--- src/rtl/traffic_pkg.sv ---
// traffic_pkg: shared road-grant types, constants and helpers
package traffic_pkg;
  localparam int NUM_ROADS = 4;
  typedef enum logic [1:0] {IDLE, GREEN, AMBER, CLEAR} state_t;
  function automatic logic is_onehot(input logic [NUM_ROADS-1:0] v);
    return $countones(v) == 1;
  endfunction
endpackage

--- src/rtl/traffic_lamp_driver_phase_timer.sv ---
// phase_timer: loadable down-counter that saturates at zero and flags done there
module phase_timer #(
  parameter int W = 2
) (
  input  logic         clk,
  input  logic         rst,
  input  logic         load,
  input  logic [W-1:0] load_val,
  output logic         done
);
  logic [W-1:0] cnt;
  always_ff @(posedge clk)
    if (rst) cnt <= '0;
    else if (load) cnt <= load_val;
    else if (cnt != '0) cnt <= cnt - W'(1);
  assign done = cnt == '0;
endmodule

--- src/rtl/traffic_lamp_driver.sv ---
// traffic_lamp_driver: turns one-hot road grants into safe green/amber/all-red lamp sequences
module traffic_lamp_driver
  import traffic_pkg::*;
#(
  parameter int AMBER_CYC  = 3,
  parameter int ALLRED_CYC = 2
) (
  input  logic                 clk,
  input  logic                 rst,
  input  logic [NUM_ROADS-1:0] traffic,
  output logic [NUM_ROADS-1:0] red,
  output logic [NUM_ROADS-1:0] amber,
  output logic [NUM_ROADS-1:0] green,
  output logic                 clear,
  output logic                 fault
);
  localparam int TW = $clog2(AMBER_CYC > ALLRED_CYC ? AMBER_CYC : ALLRED_CYC) + 1;
  state_t state, state_n;
  logic [NUM_ROADS-1:0] cur, cur_n, red_n, amber_n, green_n;
  logic load, done, valid, multi, clear_n;
  logic [TW-1:0] load_val;
  assign valid = is_onehot(traffic);
  assign multi = $countones(traffic) > 1;
  phase_timer #(.W(TW)) u_timer (
    .clk(clk), .rst(rst), .load(load), .load_val(load_val), .done(done)
  );
  always_comb begin
    state_n  = state;
    cur_n    = cur;
    load     = 1'b0;
    load_val = TW'(AMBER_CYC - 1);
    case (state)
      IDLE: begin
        state_n = valid ? GREEN : IDLE;
        cur_n   = valid ? traffic : '0;
      end
      GREEN: begin
        state_n = traffic != cur ? AMBER : GREEN;
        load    = traffic != cur;
      end
      AMBER: begin
        state_n  = done ? CLEAR : AMBER;
        load     = done;
        load_val = TW'(ALLRED_CYC - 1);
      end
      CLEAR: begin
        state_n = !done ? CLEAR : valid ? GREEN : IDLE;
        cur_n   = !done ? cur : valid ? traffic : '0;
      end
      default: state_n = IDLE;
    endcase
    green_n = state_n == GREEN ? cur_n : '0;
    amber_n = state_n == AMBER ? cur_n : '0;
    red_n   = ~(green_n | amber_n);
    clear_n = state_n == IDLE || state_n == CLEAR;
  end
  always_ff @(posedge clk)
    if (rst) begin
      state <= IDLE;
      cur   <= '0;
      red   <= '1;
      amber <= '0;
      green <= '0;
      clear <= 1'b1;
      fault <= 1'b0;
    end else begin
      state <= state_n;
      cur   <= cur_n;
      red   <= red_n;
      amber <= amber_n;
      green <= green_n;
      clear <= clear_n;
      fault <= fault | multi;
    end
endmodule

--- config.mk ---
export PLATFORM = sky130hd
export DESIGN_NAME = traffic_lamp_driver
export DESIGN_NICKNAME = d
export VERILOG_FILES = /design/src/rtl/traffic_pkg.sv /design/src/rtl/traffic_lamp_driver_phase_timer.sv /design/src/rtl/traffic_lamp_driver.sv
export SDC_FILE = /design/constraint.sdc
export NUM_CORES = 1
export LEC_CHECK = 0
export BUFFER_PORTS_ARGS = -buffer_cell sky130_fd_sc_hd__buf_2
export CELL_PAD_IN_SITES_DETAIL_PLACEMENT = 1
export CELL_PAD_IN_SITES_GLOBAL_PLACEMENT = 2
export CORE_AREA = 5 5 71 73
export DETAILED_ROUTE_END_ITERATION = 16
export DIE_AREA = 0 0 76 78
export GPL_TIMING_DRIVEN = 0
export PLACE_DENSITY_LB_ADDON = 0.2
export SKIP_LAST_GASP = 1
export SYNTH_ARGS = -nofsm -noshare
export SYNTH_HDL_FRONTEND = slang
export SYNTH_HIERARCHICAL = 1
export SYNTH_SLANG_ARGS = --single-unit
--- constraint.sdc ---
create_clock -name clk -period 9.2 [get_ports clk]
set_input_delay 1.84 -clock clk [delete_from_list [all_inputs] [get_ports clk]]
set_output_delay 1.84 -clock clk [all_outputs]
set_load 0.005 [all_outputs]
==> impl_metrics.py <==
metrics = {
    "min_path": {
        "hold_path.class": "flip-flop to flip-flop",
    },
    "sta": {
        "slew-limit-headroom_pct": 47.06,
        "rsz0062_at_grt": "false",
        "worst_slew_pin_slew_ns": 0.7858,
        "max_freq_mhz": 229.0,
        "hold_violations": 0,
        "tns_ns": 0,
        "setup_violations": 0,
        "worst_slack_ns": 4.834,
        "slew_violations": 0,
        "fin_crit_ns": 4.366,
        "fin_worst_skew_ns": 0.008686,
        "post-route-period-util_pct": 47.46,
    },
    "die": {
        "ioPinCount": 20,
        "dieArea_mm2": 0.005928,
        "die_w_um": 76,
        "core_mm2": 0.004294,
        "chipHeight_um": 78,
        "rows": 24,
        "initial_core_util_pct": 29.40,
    },
    "global_routing": {
        "grt.overflow.total": 0,
        "grt_pass1_vias": 1041,
        "grt_first_pass_wirelength_um": 5043,
        "grt_usage_pct": 10.28,
        "grt_antenna_before_repair": 0,
        "grt_max_degree": 14,
    },
    "power": {
        "ir_drop_uv": 59.97,
        "p_leak_uw": 0.0006018,
        "p_per_area_mw_per_mm2": 195.4,
    },
    "setup_path": {
        "cp-end-kind": "flip-flop",
        "start_kind": "primary input",
        "crit_type": "primary input to flip-flop",
        "reg2reg_setup_slack_ns": 6.96,
        "worstPathMaxFanout": 4,
        "crit_arrival_ns": 4.56,
        "worstPathRequired_ns": 9.39,
    },
    "detailed_routing": {
        "vias": 997,
        "wl_um": 2942,
        "ant_nets": 0,
        "drtIter0Drc": 28,
        "avgViaCountPerCell": 4.887,
        "wire_per_inst_um": 14.42,
        "drc": 0,
        "drt_pass1_iterations": 4,
    },
    "finish": {
        "antenna_cells": 0,
        "fillers": 505,
        "multi_input_area_um2": 744.5,
        "nNetsFinal": 173,
        "fin_cells": 204,
        "area.sequential_um2": 460.4,
        "layout-drive-gt1-share_pct": 20.39,
        "area_growth_pct": 16.35,
    },
    "clock_network": {
        "cts_hold_buffers": 0,
        "post-cts-setup-buffer-count": 0,
        "cts_tree": "done",
        "clk_pin_slew_ns": 0.09,
        "htreeDepth": 1,
        "clockRootBuffer": "clkbuf_8",
        "cts_num_sinks": 23,
        "cts_buffer_depth": 2,
        "insertion_delay_ns": 0.27,
        "cts_resized": 0,
        "cts_buffers": 3,
    },
    "logic_synthesis": {
        "synth.area.top_cells": "dfxtp_1 (36%), ha_1 (13%), a21boi_0 (4.8%), nor2b_1 (4.5%), inv_1 (3.9%)",
        "synth.avg_cell_area_um2": 9.787,
        "synth_seq_cells": 23,
        "syn-cell-area_mm2": 0.001262,
        "synth_cell_types": 35,
        "yosysTopAreaCell": "dfxtp_1",
        "synth_ff_type": "dfxtp_1",
        "yosysTopAreaCellShare_pct": 36.47,
        "postSynthCellCount": 129,
        "synth_sequential_area_ratio_pct": 36.47,
        "syn_nets": 149,
        "async_flop_share_pct": 0,
        "synth_edf_count": 0,
        "ys_warn_count": 6,
    },
    "placed_design": {
        "dpl_worst_slack_ns": 4.510,
        "globalplace.congestion": 0.6980,
        "dpl.cell_count": 200,
        "port_buffers": 19,
        "hpwl_um": 2310,
    },
    "job": {
        "max-cap-violations": 0,
    },
    "run_status": {
        "status": "finished, final reports clean",
    },
}
## stage by stage
step	cell area (um^2)	hold slack [ns]	total power [uW]	util, %
after floorplan	1262	0.4813	198.4	-
after global placement	1423	0.4626	219.9	33.13
after detailed placement	1423	0.4646	226.1	33.13
after CTS	1469	0.4872	292.1	34.21
after global routing	1469	0.4991	309.3	34.21
final	1469	0.4847	287.1	34.21
## cell type report
| cell class | count | share of cell area, % |
|---|---|---|
| Clock buffer | 3 | 2.811 |
| Tap cell | 52 | 4.429 |
| Sequential cell | 23 | 31.35 |
| Multi-Input combinational cell | 91 | 50.68 |
| Clock inverter | 1 | 0.3407 |
| Timing Repair Buffer | 19 | 6.474 |
| Inverter | 13 | 3.322 |
| Buffer | 2 | 0.5963 |
## state kept, by name, summed over array words and instances, names as in the netlist
register / flops
green: 4
cur: 4
clear: 1
state: 2
red: 4
u_timer/cnt: 3
fault: 1
amber: 4
## power breakdown
part,internal (uW),switching (uW),total [uW]
registers,111,7.61,119
clock network,30.3,35.2,65.5
logic,47.5,55.0,103
## routing by layer
layer / vias to the layer above / global-route usage [%] / part of all wire [%]
li1: 497 / - / -
met5: - / 0 / 0
met2: 16 / 16.61 / 47
met3: 2 / 3.819 / 4.9
met4: 0 / 2.313 / 0.51
met1: 482 / 13.01 / 48
## critical path, stage by stage
cell	delay [ns]
buf_2	0.11
inv_1	0.06
fa_1	0.54
inv_1	0.04
ha_1	0.19
inv_1	0.08
ha_1	0.26
or3b_1	0.45
a21boi_1	0.23
a21o_1	0.15
ha_1	0.17
nor2b_1	0.23
a21boi_0	0.21
## cell families (layout without fill, tap and decap cells)
family                     count (synthesis)  in the layout  share of synthesized area (%)
AOI/OAI and AO/OA                         40             40                          22.60
and+or+nand+nor                           32             32                          18.83
DFF                                       23             23                          36.47
buffers and inverters                     15             38                          4.559
adders and majority gates                 14             14                          14.47
xor gates and xnor gates                   4              4                          2.775
other                                      1              1                         0.2970
## path summary, 6_finish.rpt
kind / startpoint / endpoint / cells past startpoint
worst min-delay path: fault / fault / 1
worst max register to register: u_timer/cnt[0] / amber[0] / 10
worst max-delay path: traffic[0] / green[1] / 13
worst min register to register: fault / fault / 1
## cell usage in the layout, fill, tap and decap left out, types with 3 or more instances in the layout
master    instances
o21ai_0           5
xor2_1            4
clkbuf_8          3
nor2b_1           9
nand2b_1          4
a21oi_1           9
inv_1            13
dfxtp_1          23
nand4b_1          4
a21boi_0          8
ha_1             13
a21o_1            6
buf_2            20
## cells in the mapped netlist (all sizes together), types with 4 or more instances
library cell	count
xor2	4
nand4b	4
dfxtp	23
nor2b	9
a21oi	9
o21ai	5
a21o	6
nand2b	4
inv	13
ha	13
a21boi	9
Power figures use the tool's default switching activity.
